File: src/rtl/clk_div_pkg.sv
// Shared defaults and helpers for the multi-channel clock divider.
// Imported by the channel and top modules.
package clk_div_pkg;

    localparam int CNT_W_DEF   = 32;
    localparam int DEF_DIV_DEF = 5000000;

    // Channel-select width; never narrower than one bit.
    function automatic int clog2_min1(input int n);
        return (n <= 2) ? 1 : $clog2(n);
    endfunction

endpackage

File: src/rtl/div_channel.sv
// One divider channel: counter, active/pending divisor, divided clock and tick.
// A pending divisor only takes over at a wrap, while idle, or on sync.
module div_channel
    import clk_div_pkg::*;
#(
    parameter int CNT_W   = CNT_W_DEF,
    parameter int DEF_DIV = DEF_DIV_DEF
) (
    input  logic             clk,
    input  logic             rst,
    input  logic             en,
    input  logic             sync,
    input  logic             ld_we,
    input  logic [CNT_W-1:0] ld_div,
    output logic             pend_flag,
    output logic             clk_out,
    output logic             tick
);

    localparam logic [CNT_W-1:0] ONE     = CNT_W'(1);
    localparam logic [CNT_W-1:0] DIV_RST = CNT_W'(DEF_DIV);

    logic [CNT_W-1:0] count;
    logic [CNT_W-1:0] div_active;
    logic [CNT_W-1:0] pend_div;
    logic [CNT_W-1:0] div_m1;

    logic run;
    logic wrap;
    logic do_sync;
    logic do_wrap;
    logic do_idle;
    logic do_cnt;
    logic apply;

    assign div_m1  = div_active - ONE;
    assign run     = en && (div_active != '0);
    assign wrap    = (count == div_m1);

    assign do_sync = sync;
    assign do_wrap = !sync && run && wrap;
    assign do_idle = !sync && !run;
    assign do_cnt  = !sync && run && !wrap;

    // Only period boundaries may switch divisor, so clk_out never runts.
    assign apply   = pend_flag && (do_sync || do_wrap || do_idle);

    always_ff @(posedge clk or posedge rst) begin
        if (rst) begin
            count      <= '0;
            div_active <= DIV_RST;
            pend_div   <= '0;
            pend_flag  <= 1'b0;
            clk_out    <= 1'b0;
            tick       <= 1'b0;
        end else begin
            tick <= 1'b0;
            unique case (1'b1)
                do_sync: begin
                    count   <= '0;
                    clk_out <= 1'b0;
                end
                do_wrap: begin
                    count   <= '0;
                    clk_out <= ~clk_out;
                    tick    <= 1'b1;
                end
                do_idle: begin
                    if (pend_flag) begin
                        count <= '0;
                    end
                end
                do_cnt: begin
                    count <= count + ONE;
                end
                default: begin
                end
            endcase
            if (apply) begin
                div_active <= pend_div;
                pend_flag  <= 1'b0;
            end
            // Handshake only admits a load while nothing is pending.
            if (ld_we) begin
                pend_div  <= ld_div;
                pend_flag <= 1'b1;
            end
        end
    end

endmodule

File: src/rtl/multi_channel_clock_divider.sv
// N_CH independent dividers with a shared divisor-load port.
// Top decodes the load channel, muxes ld_ready and gathers outputs.
module multi_channel_clock_divider
    import clk_div_pkg::*;
#(
    parameter  int N_CH    = 4,
    parameter  int CNT_W   = CNT_W_DEF,
    parameter  int DEF_DIV = DEF_DIV_DEF,
    localparam int CH_W    = clog2_min1(N_CH)
) (
    input  logic             clk,
    input  logic             rst,
    input  logic [N_CH-1:0]  en,
    input  logic             sync,
    input  logic             ld_valid,
    input  logic [CH_W-1:0]  ld_ch,
    input  logic [CNT_W-1:0] ld_div,
    output logic             ld_ready,
    output logic [N_CH-1:0]  clk_out,
    output logic [N_CH-1:0]  tick
);

    logic [N_CH-1:0] pend_flag;
    logic [N_CH-1:0] ld_we;

    // Out-of-range channels stay ready so such loads are accepted and dropped.
    always_comb begin
        ld_ready = 1'b1;
        ld_we    = '0;
        for (int i = 0; i < N_CH; i++) begin
            if (ld_ch == CH_W'(i)) begin
                ld_ready = ~pend_flag[i];
            end
        end
        for (int i = 0; i < N_CH; i++) begin
            ld_we[i] = ld_valid && ld_ready && (ld_ch == CH_W'(i));
        end
    end

    for (genvar i = 0; i < N_CH; i++) begin : g_ch
        div_channel #(
            .CNT_W  (CNT_W),
            .DEF_DIV(DEF_DIV)
        ) u_ch (
            .clk      (clk),
            .rst      (rst),
            .en       (en[i]),
            .sync     (sync),
            .ld_we    (ld_we[i]),
            .ld_div   (ld_div),
            .pend_flag(pend_flag[i]),
            .clk_out  (clk_out[i]),
            .tick     (tick[i])
        );
    end

endmodule
File: config.mk
export PLATFORM = sky130hd
export DESIGN_NAME = multi_channel_clock_divider
export DESIGN_NICKNAME = d
export VERILOG_FILES = /design/src/rtl/clk_div_pkg.sv /design/src/rtl/div_channel.sv /design/src/rtl/multi_channel_clock_divider.sv
export SDC_FILE = /design/constraint.sdc
export NUM_CORES = 1
export LEC_CHECK = 0
export ABC_AREA = 0
export CAP_MARGIN = 20
export CORE_ASPECT_RATIO = 1.25
export CORE_MARGIN = 3
export CORE_UTILIZATION = 60
export DETAILED_ROUTE_END_ITERATION = 8
export PLACE_DENSITY_LB_ADDON = 0.08
export SLEW_MARGIN = 30
export SYNTH_ARGS = -nofsm -noshare
export SYNTH_HDL_FRONTEND = slang
export SYNTH_SLANG_ARGS = --single-unit
File: constraint.sdc
create_clock -name clk -period 23.4 [get_ports clk]
set_input_delay 4.68 -clock clk [delete_from_list [all_inputs] [get_ports clk]]
set_output_delay 4.68 -clock clk [all_outputs]
set_load 0.1 [all_outputs]
# == After elaboration in Yosys (flattened, before gate mapping) ==
# Cells that the tools add are included.
# totals
elab_cells,150
input_bits,42
register_bits,396
output_inout_bits,9
# classes
bitwise,8
mux,28
n_addsub,8
eq_ne,11
n_reduce_logical,71
# op_table
op,n
one-hot mux 32 bit (3 select lines),4
"adder 32 x 1 -> 32 bit, second input constant",4
equality test 32 bit,4
two-way mux 32 bit,4
nonzero test 32 bit,4
"subtractor 32 x 1 -> 32 bit, second input constant",4
logical AND 1 bit,29
two-way mux 1 bit,16
nonzero test 2 bit,8
nonzero test 3 bit,4
logical NOT 1 bit,9
logical OR 1 bit,8
"!= test 2 x 1 -> 1 bit, second input constant",4
NOT 1 bit,8
one-hot mux 1 bit (2 select lines),4
AND reduction 2 bit,4
OR reduction 2 bit,4
"equality test 2 bit, second input constant",2
"equality test 2 x 1 -> 1 bit, second input constant",1
logical NOT 2 bit,1

# == Longest topological paths before layout ==
# logic_depth
ltp_word,9
depth_mapped,15
ltp_nobuf,11

# == By module ==
# A second synthesis with hierarchy kept.
# unflattened
cells_unflattened,2028
hier_area_um2,21793.4
# by_module_without_submodules
module,cells_per_inst,area_per_inst_um2,seq_area_each_um2,n_inst
div_channel at g_ch[0].u_ch ...,503,5363.9,2487.4,3
div_channel at g_ch[3].u_ch,512,5640.4,2487.4,1
multi_channel_clock_divider,7,61.3,0.0,1

# == Worst setup path before layout ==
# OpenSTA, ideal clock, no wires.
# synth_path
path_type,input port to output port
start,input ld_ch[0]
end,output ld_ready
t_arrival_ps,5960
t_required_ps,18720
path_slack_ps,12760
stages,3
n_path_buf,1
path_cell_list,clkbuf_1 -> mux4_2 -> inv_1
# synth_via
elab_chain_cells,5
word_cells_on_any_way,8
classes_between,3 x eq/ne; 4 x mux; 1 x reduce/logical
# synth_rtl
item,line,text
from (decl),multi_channel_clock_divider.sv:16,"input logic [CH_W-1:0] ld_ch,"
logical NOT 2 bit,multi_channel_clock_divider.sv:31,if (ld_ch == CH_W'(i)) begin
two-way mux 1 bit (3 in series),multi_channel_clock_divider.sv:31,
two-way mux 1 bit (*),multi_channel_clock_divider.sv:31,
to (decl),multi_channel_clock_divider.sv:18,"output logic ld_ready,"
# Mark *: on every way between the ends. The rest lies on a longest branch, timed or not.

# == Final worst setup path ==
# Same ends and word-level chain as after synthesis.

==> flow_metrics.env <==
export IMPL_cts_clk_slew_worst_paths_ps=70
export IMPL_min_path_type="flop to flop"
export IMPL_place_ws_ps=11720
export IMPL_power_w=0.00239
export IMPL_root_buffer="clkbuf_16"
export IMPL_routed_wl_mm=55.8
export IMPL_cts_resized_gates=0
export IMPL_port_buffers=50
export IMPL_clk_latency_ps=560
export IMPL_numCtsBuffers=41
export IMPL_rr_startpoint="g_ch[3].u_ch.div_active[4]"
export IMPL_clkSinkCount=396
export IMPL_p_switching_w=0.000797
export IMPL_worstPathArrival_ps=7010
export IMPL_clock_skew_ps=31.5
export IMPL_nets=2095
export IMPL_fillers=2684
export IMPL_synth_nets=2099
export IMPL_layout_drive_gt1_share_pct=20.1
export IMPL_initial_core_util_pct=61.4
export IMPL_swShare_pct=33.4
export IMPL_tightest_slew_ps=968
export IMPL_yosysWarnings=0
export IMPL_synth_edff_count=0
export IMPL_grt_pass1_vias=15900
export IMPL_worstPathMaxFanout=5
export IMPL_seqCellArea_um2=9950
export IMPL_ys_seq_elements=396
export IMPL_syn_to_final_growth_pct=10.2
export IMPL_period_share_pct=50.0
export IMPL_n_antenna_cell=0
export IMPL_rows=77
export IMPL_placed_cell_area_um2=22700
export IMPL_fin_crit_ps=11690
export IMPL_cts_tree="yes"
export IMPL_first_pass_iters=7
export IMPL_critPathLaunch="ld_ch[0]"
export IMPL_core_area_um2=35600
export IMPL_ys_seq_area_share_pct=45.4
export IMPL_synth_top_area_cell="dfrtp_1"
export IMPL_syn_area_um2=21900
export IMPL_holdWs_ps=472
export IMPL_hold_violations=0
export IMPL_cts_setup_buffers=0
export IMPL_layout_commonest_cell="dfrtp_1"
export IMPL_hp_start="g_ch[3].u_ch.pend_div[30]"
export IMPL_cap_violations=0
export IMPL_dr_total_vias=15941
export IMPL_setup_violations_final=0
export IMPL_pwr_share_comb_pct=26.3
export IMPL_synthTopCellsByArea="dfrtp_1 42%, mux2_2 10%, xnor2_1 5.3%, xor2_1 4.6%, mux2_4 4.1%"
export IMPL_p_int_w=0.00159
export IMPL_wl_per_cell_um=21.9
export IMPL_synth_cell_types=86
export IMPL_clockPowerShare_pct=28.9
export IMPL_synthFlopType="dfrtp_1"
export IMPL_grt_pass1_wl_mm=88.9
export IMPL_multi_input_area_um2=11400
export IMPL_clockBufferDepth=3
export IMPL_boundaryPins=51
export IMPL_crit_path_end_kind="output port"
export IMPL_drv_slew=0
export IMPL_start_kind="input pin"
export IMPL_gr_usage_all_layers_pct=29.1
export IMPL_setup_slack_ps=11710
export IMPL_outcome="finished clean"
export IMPL_postRouteAntennaNets=0
export IMPL_synth_top_area_share_pct=41.6
export IMPL_max_slew_margin_pct=35.3
export IMPL_grt_max_degree=108
export IMPL_gr_total_overflow=0
export IMPL_worstSetupPathType="input pin to output port"
export IMPL_clock_fmax_ghz=0.0855
export IMPL_post_route_drc_count=0
export IMPL_avgSynthCellArea_um2=10.7
export IMPL_worst_ep_required_time_ps=18720
export IMPL_pwr_share_seq_pct=44.8
export IMPL_place_congestion=0.956
export IMPL_power_density_nw_per_um2=98.9
export IMPL_viasPerCell=6.26
export IMPL_drtIter0Drc=1195
export IMPL_async_flop_share_pct=100
export IMPL_grt_antenna_before_repair=2
export IMPL_htreeDepth=2
export IMPL_mostFrequentLayoutCells="364 x dfrtp_1, 198 x mux2_2, 167 x nor2_1"
export IMPL_hold_buffers=0
export IMPL_die_y_um=220
export IMPL_fin_area_um2=24100
export IMPL_hpwlAfterDp_mm=39.5
export IMPL_die_area_um2=38800
export IMPL_rsz0062_at_grt="false"
export IMPL_timing_setup_tns_ps=0
export IMPL_peakVddDrop_v=0.0000722
export IMPL_dieWidth_um=177
export IMPL_p_leak_nw=9.88
export IMPL_postSynthCellCount=2045
[worst paths after layout]
| check | to | slack [ps] | cells after the start |
|---|---|---|---|
| min in group asynchronous | g_ch[2].u_ch.pend_div[29] | 4670 | 2 |
| max reg2reg | g_ch[3].u_ch.count[22] | 18600 | 9 |
| min | g_ch[3].u_ch.div_active[30] | 470 | 1 |
| max in group asynchronous | g_ch[3].u_ch.pend_div[30] | 16820 | 4 |
| max | ld_ready | 11710 | 4 |
| min reg2reg | g_ch[3].u_ch.div_active[30] | 470 | 1 |
[Yosys cell counts, drive strengths merged (7+ instances only)]
cell,count
ha,12
nand2b,18
or3,18
o41ai,7
nor3,78
o21ai,37
and3,32
and2,12
dfstp,32
nand3,82
a21o,14
o31ai,22
nand4,58
nor4b,9
mux2,260
inv,39
nand3b,7
buf,37
a31oi,20
clkbuf,78
a22o,12
xnor2,132
nor4,63
nor2,169
nand2,103
or4,20
dfrtp,364
a211oi,8
or2,7
xor2,116
o21a,19
nor3b,16
nand4b,9
a21oi,24
and4,12
[area by class of cell]
cell class	instances	share of cell area [%]
inverter	39	0.638
sequential	396	41.2
timing repair buffer	68	2.68
clock buffer	63	5.06
clock inverter	12	0.840
multi-input combinational	1495	47.1
tap	474	2.46
[logic make-up after synthesis]
family,Yosys count,synth area share (%)
mux,267,14.8
flops,396,45.4
xor+xnor,248,9.92
buf+inv,154,3.13
simple gates,730,18.0
fa+ha+maj,12,0.686
compound gates,238,8.00
[power by group through the flow]
stage	clock, W	combinational (W)	sequential [W]
3_3_place_gp	0	0.000605	0.00106
3_5_place_dp	0	0.000621	0.00107
4_1_cts	0.000706	0.000626	0.00106
2_1_floorplan	0	0.000552	0.000962
6_report	0.000690	0.000628	0.00107
5_1_grt	0.000729	0.000690	0.00109
[stage by stage]
| step | utilization [%] | cells |
|---|---|---|
| after floorplan | - | 2045 |
| after global placement | 63.5 | 2472 |
| after global routing | 67.7 | 2547 |
| after CTS | 67.6 | 2547 |
| after detailed placement | 63.6 | 2472 |
| final | 67.7 | 2547 |
[state kept, by name, indices dropped and copies added (netlist names)]
signal                flops
g_ch.u_ch.pend_div      128
g_ch.u_ch.count         128
g_ch.u_ch.tick            4
g_ch.u_ch.clk_out         4
g_ch.u_ch.div_active    128
g_ch.u_ch.pend_flag       4
[metal layers]
layer | GRT usage, % | vias up | share of wire [%] | wire [um]
met5 | 0 | - | 0 | 0
met4 | 11.6 | 0 | 4.4 | 2430
met3 | 3.14 | 114 | 3.5 | 1930
met2 | 49.8 | 352 | 49 | 27400
met1 | 38.2 | 8043 | 43 | 24000
li1 | - | 7432 | - | -
[worst max-delay path, stage by stage]
cell and delay (ps):
clkdlybuf4s50_1 600, mux4_2 530, inv_1 70, clkdlybuf4s50_1 1120
(Power assumes the default switching activity.)
